File: config.mk
export PLATFORM = sky130hd
export DESIGN_NAME = fifo_uart_tx
export DESIGN_NICKNAME = d
export VERILOG_FILES = /design/src/rtl/fifo_uart_pkg.sv /design/src/rtl/uart_baud_cnt.sv /design/src/rtl/fifo_uart_tx.sv
export SDC_FILE = /design/constraint.sdc
export NUM_CORES = 1
export LEC_CHECK = 0
export BUFFER_PORTS_ARGS = -buffer_cell sky130_fd_sc_hd__buf_2
export CAP_MARGIN = 20
export CORE_MARGIN = 3
export CORE_UTILIZATION = 50
export CTS_BUF_LIST = sky130_fd_sc_hd__clkbuf_8
export DETAILED_ROUTE_END_ITERATION = 10
export PLACE_DENSITY = 0.72
export SKIP_LAST_GASP = 1
export SYNTH_ARGS = -nofsm -noshare
export SYNTH_HDL_FRONTEND = slang
export SYNTH_SLANG_ARGS = --single-unit
File: constraint.sdc
create_clock -name clk -period 2.35 [get_ports clk]
set_clock_uncertainty 0.1 [all_clocks]
set_input_delay 0.47 -clock clk [delete_from_list [all_inputs] [get_ports clk]]
set_output_delay 0.47 -clock clk [all_outputs]
set_load 0.1 [all_outputs]
File: src/rtl/fifo_uart_pkg.sv
// Shared definitions for the FIFO-fed UART transmitter: FSM state encoding
// and default geometry constants.
package fifo_uart_pkg;

   localparam int unsigned DEFAULT_DATA_W       = 8;
   localparam int unsigned DEFAULT_CLKS_PER_BIT = 16;

   typedef enum logic [2:0] {
      IDLE   = 3'd0,
      FETCH  = 3'd1,
      LOAD   = 3'd2,
      START  = 3'd3,
      DATA   = 3'd4,
      PARITY = 3'd5,
      STOP   = 3'd6
   } state_t;

endpackage

File: src/rtl/uart_baud_cnt.sv
// Bit-period timer: counts 0..CLKS_PER_BIT-1 and flags the last cycle of
// each serial bit. Held at zero while clear is high.
module uart_baud_cnt #(
   parameter int unsigned CLKS_PER_BIT = 16
) (
   input  logic clk,
   input  logic rst,
   input  logic clear,
   output logic bit_end
);

   localparam int unsigned CNT_W = $clog2(CLKS_PER_BIT);
   localparam logic [CNT_W-1:0] LAST = CNT_W'(CLKS_PER_BIT - 1);

   logic [CNT_W-1:0] cnt;

   // NOTE: sequential state is written with non-blocking assignments so every
   // flop samples pre-edge values, independent of block ordering.
   always_ff @(posedge clk) begin
      if (rst || clear) begin
         cnt <= '0;
      end else if (bit_end) begin
         cnt <= '0;
      end else begin
         cnt <= cnt + CNT_W'(1);
      end
   end

   assign bit_end = (cnt == LAST);

endmodule

File: src/rtl/fifo_uart_tx.sv
// FIFO-draining UART transmitter: pops one byte per frame and sends it as
// start / LSB-first data / [parity] / stop. Optional even parity bit is
// enabled by defining FIFO_UART_TX_PARITY_EN.
module fifo_uart_tx
   import fifo_uart_pkg::*;
#(
   parameter int unsigned DATA_W       = DEFAULT_DATA_W,
   parameter int unsigned CLKS_PER_BIT = DEFAULT_CLKS_PER_BIT
) (
   input  logic              clk,
   input  logic              rst,
   input  logic              tx_en,
   input  logic              fifo_empty,
   input  logic [DATA_W-1:0] fifo_data,
   output logic              fifo_rd_en,
   output logic              tx,
   output logic              busy,
   output logic              byte_done
);

   localparam int unsigned IDX_W = (DATA_W > 1) ? $clog2(DATA_W) : 1;
   localparam logic [IDX_W-1:0] LAST_IDX = IDX_W'(DATA_W - 1);

   state_t            state, state_n;
   logic [DATA_W-1:0] shift, shift_n;
   logic [IDX_W-1:0]  idx, idx_n;
   logic              tx_n;
   logic              bit_end;
   logic              baud_clear;
`ifdef FIFO_UART_TX_PARITY_EN
   logic              parity_q;
`endif

   // Baud timer only runs while a bit is on the line.
   assign baud_clear = (state == IDLE) || (state == FETCH) || (state == LOAD);

   uart_baud_cnt #(.CLKS_PER_BIT(CLKS_PER_BIT)) u_baud (
      .clk     (clk),
      .rst     (rst),
      .clear   (baud_clear),
      .bit_end (bit_end)
   );

   // NOTE: every signal driven here gets a default first, so no path can
   // leave it unassigned and infer a latch.
   always_comb begin
      state_n = state;
      shift_n = shift;
      idx_n   = idx;
      case (state)
         IDLE:  if (tx_en && !fifo_empty) state_n = FETCH;
         FETCH: state_n = LOAD;
         LOAD: begin
            shift_n = fifo_data;
            state_n = START;
         end
         START: if (bit_end) state_n = DATA;
         DATA: begin
            if (bit_end) begin
               shift_n = shift >> 1;
               if (idx == LAST_IDX) begin
                  idx_n = '0;
`ifdef FIFO_UART_TX_PARITY_EN
                  state_n = PARITY;
`else
                  state_n = STOP;
`endif
               end else begin
                  idx_n = idx + IDX_W'(1);
               end
            end
         end
`ifdef FIFO_UART_TX_PARITY_EN
         PARITY: if (bit_end) state_n = STOP;
`endif
         STOP:  if (bit_end) state_n = IDLE;
         default: state_n = IDLE;
      endcase

      // Line level is derived from the upcoming state so tx comes straight off a flop.
      tx_n = 1'b1;
      case (state_n)
         START: tx_n = 1'b0;
         DATA:  tx_n = shift_n[0];
`ifdef FIFO_UART_TX_PARITY_EN
         PARITY: tx_n = parity_q;
`endif
         default: tx_n = 1'b1;
      endcase
   end

   // NOTE: the shift register is a plain register, not a memory, so it is
   // reset along with the FSM to keep reset state fully defined.
   always_ff @(posedge clk) begin
      if (rst) begin
         state      <= IDLE;
         shift      <= '0;
         idx        <= '0;
         tx         <= 1'b1;
         fifo_rd_en <= 1'b0;
         busy       <= 1'b0;
         byte_done  <= 1'b0;
      end else begin
         state      <= state_n;
         shift      <= shift_n;
         idx        <= idx_n;
         tx         <= tx_n;
         fifo_rd_en <= (state_n == FETCH);
         busy       <= (state_n != IDLE);
         byte_done  <= (state == STOP) && (state_n == IDLE);
      end
   end

`ifdef FIFO_UART_TX_PARITY_EN
   always_ff @(posedge clk) begin
      if (rst) begin
         parity_q <= 1'b0;
      end else if (state == LOAD) begin
         parity_q <= ^fifo_data;
      end
   end
`endif

endmodule
* Word-level counts from Yosys, hierarchy flattened
Cells that the tools add are included.
** Storage, ports and cells
- Output and inout bits :: 4
- Memories :: 0
- Word-level logic and storage cells :: 45
- Bits in latches :: 0
- Flip-flop bits (word level) :: 22
- Bits in read-only memories :: 0
- Input port bits :: 12
- Memory bits (writable) :: 0
** Operators by class
- Divide/modulo/power cells :: 0
- Shift operators :: 0
- Reduce and logical (&&, ||, !) cells :: 13
- $add $sub $neg :: 2
- Multiplexer cells :: 10
- Equal/unequal tests :: 11
- Multipliers :: 0
- Bitwise logic cells :: 0
- Order comparisons :: 0
** Operators by type and width (number)
- $mux 3 :: 6
- $pmux 3 s6 :: 1
- $pmux 8 s2 :: 1
- $eq 3x3->1 const B :: 4
- $eq 3x2->1 const B :: 3
- $mux 8 :: 1
- $eq 3x1->1 const B :: 2
- $logic_not 3->1 :: 2
- $add 4x1->4 const B :: 1
- $eq 4x4->1 const B :: 1
- $reduce_and 2->1 :: 2
- $add 3x1->3 const B :: 1
- $logic_or 1x1->1 :: 3
- $reduce_bool 3->1 :: 1
- $logic_and 1x1->1 :: 2
- $ne 2x2->1 const B :: 1
- $pmux 1 s2 :: 1
- $reduce_bool 2->1 :: 1
- $reduce_or 2->1 :: 1
- $logic_not 1->1 :: 1

* Logic depth before layout (Yosys ltp)
- Depth in word-level cells :: 6
- Mapped depth :: 6
- Depth with buffers taken out :: 5

* Cells and area by module
A second synthesis with hierarchy kept.
** Second synthesis, totals
- Cells, all modules :: 112
- Area total of the unflattened synthesis :: 1029.7 um^2
** By module, submodules not included
- fifo_uart_tx :: area an instance 872.1 um^2, times used 1, cells an instance 96
- uart_baud_cnt :: area an instance 157.7 um^2, times used 1, cells an instance 16

* Worst setup path before layout
Ideal clock, no wire load.
- Kind :: reg-to-reg
- From :: register u_baud.cnt[0]
- To :: register tx
- Setup time :: 120 ps
- Cell stages (with the launch flop) :: 7
- Period minus slack after synthesis :: 1803 ps
- Path slack :: 547 ps
- Buffers on the path :: 1
- Arrival :: 1584 ps
- Required time :: 2130 ps
- Cell sequence :: dfxtp_1 > ha_1 > and3_1 > and2_1 > buf_6 > a221o_1 > a211o_1
** On the way
- Longest elaborated chain between the ends :: 5
- Elaborated cells on any way between the ends :: 10
** RTL lines
- start, declared :: RTL line uart_baud_cnt.sv:15 : logic [CNT_W-1:0] cnt;
- start signal, assigned :: RTL line uart_baud_cnt.sv:25 : cnt <= cnt + CNT_W'(1);
- $eq 4x4->1 (*) :: RTL line uart_baud_cnt.sv:29 : assign bit_end = (cnt == LAST);
- $mux 3, on equally long branches :: RTL line fifo_uart_tx.sv:76, fifo_uart_tx.sv:57, fifo_uart_tx.sv:59
- $pmux 3 s6 :: RTL line fifo_uart_tx.sv:50 : case (state)
- $eq 3x3->1 or $eq 3x2->1 (tied branches) :: RTL line fifo_uart_tx.sv:82 : case (state_n)
- $pmux 1 s2 (*) :: RTL line fifo_uart_tx.sv:82
- end signal, assigned :: RTL line fifo_uart_tx.sv:107 : tx <= tx_n;
- end, declared :: RTL line fifo_uart_tx.sv:16 : output logic tx,
Every way passes the cells marked *; elsewhere a longest branch is shown, timed or not. The select of a mux whose other input is x is not followed.
A chain may end at the register's enable or synchronous reset.

* Worst setup path in the final report
Ends and elaborated chain as after synthesis.

==> results.cfg <==
[pwr]
report.power.total_uw = 836
powerDensity_nw_per_um2 = 747
ir_drop_mv = 0.459
p_leak_uw = 0.000446

[logic_synthesis]
synth_flop_cell = dfxtp_1
synthDistinctLibCells = 33
synthTopCellsByCount = dfxtp_1 (22), nand2_1 (16), a21oi_1 (14), a22oi_1 (7), nor2_1 (7)
avgSynthCellArea_sq_um = 9.14
synthXorXnorAreaFrac_pct = 1.79
synth_mux_area_share_pct = 0
syn_inst = 107
synth_area_leaders = dfxtp_1 (45%), a21oi_1 (7.2%), nand2_1 (6.1%), a22oi_1 (5.4%), ha_1 (3.8%)
synth_top_family_by_area = simple AND/OR/NAND/NOR gates
synth_compound_gate_area_share_pct = 19.8
synth.most_common_cell = dfxtp_1
netlist.area_leader.share_pct = 45.0
ys_warn_count = 0
synth.net_count = 122
yosys.area.top_type = dfxtp_1
synthSimpleGateAreaFrac_pct = 23.9
syn-cell-area_sq_um = 978
synth_fa_ha_area_share_pct = 3.84
ys_ff_latch = 22
yosysSeqAreaShare_pct = 45.0
async_flop_share_pct = 0
synth_edf_count = 0

[status]
status = finished clean

[worst_setup_path]
critPathLaunch = u_baud.cnt[0]$_SDFF_PP0_
r2r_end = tx$_SDFF_PP1_
end_kind = flip-flop
crit_end = tx$_SDFF_PP1_
reg2reg_depth = 5
path_class = flip-flop to flip-flop
worst_setup_path_start_kind = flip-flop
arrival_ns = 1.96
required_ns = 2.40
rrSetupSlack_ns = 0.44
r2r-start = u_baud.cnt[0]$_SDFF_PP0_
critPathMaxFanout = 9

[grt]
met2_usage_pct = 25.0
top_usage_layer = met2
grt-ovfl-total = 0
grt_start_max_net_pins = 20
grt_util_met3_pct = 3.56
grt_pass1_wl_um = 2970
grt_pass1_vias = 713
use_met1_pct = 18.8
antenna_found_initial = 0
grtUsageTotal_pct = 15.1

[floorplanning]
dieWidth_um = 50.2
initial_core_util_pct = 54.9
core_sq_um = 1780
die_y_um = 50.2
io_pins = 16
fp.dieArea_sq_um = 2520
rows = 15

[sta]
whs_ns = 0.354
rsz0062_at_grt = no
min_period_over_period_pct = 81.4
worst_pin_slew_ns = 0.485
slew_violations = 0
hold_violations = 0
setup_violations = 0
fin_tns_setup_ns = 0
fmax_mhz = 523
maxSlewHeadroom_pct = 67.9
period_needed_ns = 1.91

[clock_tree]
cts-root-buf = clkbuf_8
worstSkewPairLatency_ns = 0.26
clkSinkCount = 22
cts.hold.buffers_added = 0
htree_levels = 1
cts_resized = 0
numCtsBuffers = 3
clkSlewWorstSetupHoldPaths_ns = 0.08
clockBufferDepth = 2
post_cts_buffers = 0
cts_tree = built

[drt]
first_iter_violations = 9
avgRoutedWirePerCell_um = 11.8
via_count = 775
routed_wl_um = 1730
drcViolationCount = 0
drt.antenna.violating_nets = 0
dr.pass1.iters = 4
vias_per_cell = 5.31

[final_layout]
multi_input_area_sq_um = 483
diodes = 0
synthToLayoutAreaGrowth_pct = 14.4
finalNetCount = 137
finish.utilization_pct = 62.8
layout.cells.non_filler = 146
nFillCells = 156
regArea_sq_um = 440
layout-drive-gt1-share_pct = 20.7

[placed_design]
gp_congestion = 0.782
portBuffers = 15
dp_hpwl_um = 1200
placedCellCount = 142

[min_path]
hold_path.class = flip-flop to flip-flop

[flow_run]
max-cap-violations = 0
## logic make-up (layout without fill, tap and decap cells)
kind of cell,after synthesis,count (layout)
and+or+nand+nor,43,43
AOI/OAI and AO/OA,29,29
DFF,22,22
buffers and inverters,8,22
adders and majority gates,3,3
xor gates and xnor gates,2,2
## worst min-delay path by stage
| stage | startpoint | endpoint | cells past startpoint | slack (ns) |
|---|---|---|---|---|
| after global routing | idx[1]$_SDFFE_PP0P_ | idx[1]$_SDFFE_PP0P_ | 2 | 0.38 |
| after detailed placement | u_baud.cnt[0]$_SDFF_PP0_ | u_baud.cnt[0]$_SDFF_PP0_ | 1 | 0.34 |
| after global placement | u_baud.cnt[0]$_SDFF_PP0_ | u_baud.cnt[0]$_SDFF_PP0_ | 1 | 0.33 |
| after floorplan | u_baud.cnt[0]$_SDFF_PP0_ | u_baud.cnt[0]$_SDFF_PP0_ | 1 | 0.32 |
| final | u_baud.cnt[0]$_SDFF_PP0_ | u_baud.cnt[0]$_SDFF_PP0_ | 1 | 0.35 |
| after CTS | fifo_data[7] | shift[7]$_SDFFE_PP0P_ | 3 | 0.35 |
## metal layers
metal,vias up,part of all wire [%]
met5,-,0
met4,0,0.98
met3,2,2.5
met2,9,49
met1,367,47
li1,397,-
## through the flow
step | setup slack, ns | cell area (sq um)
after detailed placement | 0.455 | 1050
after global placement | 0.505 | 1050
final | 0.438 | 1120
after CTS | 0.426 | 1120
after floorplan | 0.547 | 978
after global routing | 0.363 | 1120
## state kept, by name, indices dropped and copies added (netlist names)
signal	count
byte_done	1
shift	8
u_baud.cnt	4
tx	1
state	3
idx	3
fifo_rd_en	1
busy	1
## worst max-delay path: stages (launching register included)
cell     delay, ns
dfxtp_1       0.33
ha_1          0.22
and3_1        0.23
and2_1        0.26
a221o_1       0.39
a211o_1       0.26
## report_power, final
group          switching [uW]  internal [uW]  leakage, uW
sequential               11.9            386     0.000179
clock                     121            227    0.0000357
combinational            56.6           33.6     0.000232
total                     189            647     0.000446
## area by class of cell
| cell class | instances | area share [%] |
|---|---|---|
| Clock buffer | 3 | 3.69 |
| Timing Repair Buffer | 17 | 8.04 |
| Sequential cell | 22 | 39.3 |
| Inverter | 1 | 0.335 |
| Multi-Input combinational cell | 77 | 43.1 |
| Clock inverter | 1 | 2.68 |
| Tap cell | 25 | 2.79 |
## cells in the final DEF, fill, tap and decap left out, types with 3 or more instances in the layout
master | netlist | layout
dfxtp_1 | 22 | 22
clkbuf_8 | 0 | 3
nand2_1 | 16 | 16
ha_1 | 3 | 3
nor2_1 | 7 | 7
a21oi_1 | 14 | 14
a22oi_1 | 7 | 7
nor2b_1 | 4 | 4
buf_2 | 2 | 15
No activity file was read; power rests on OpenSTA's default activity.
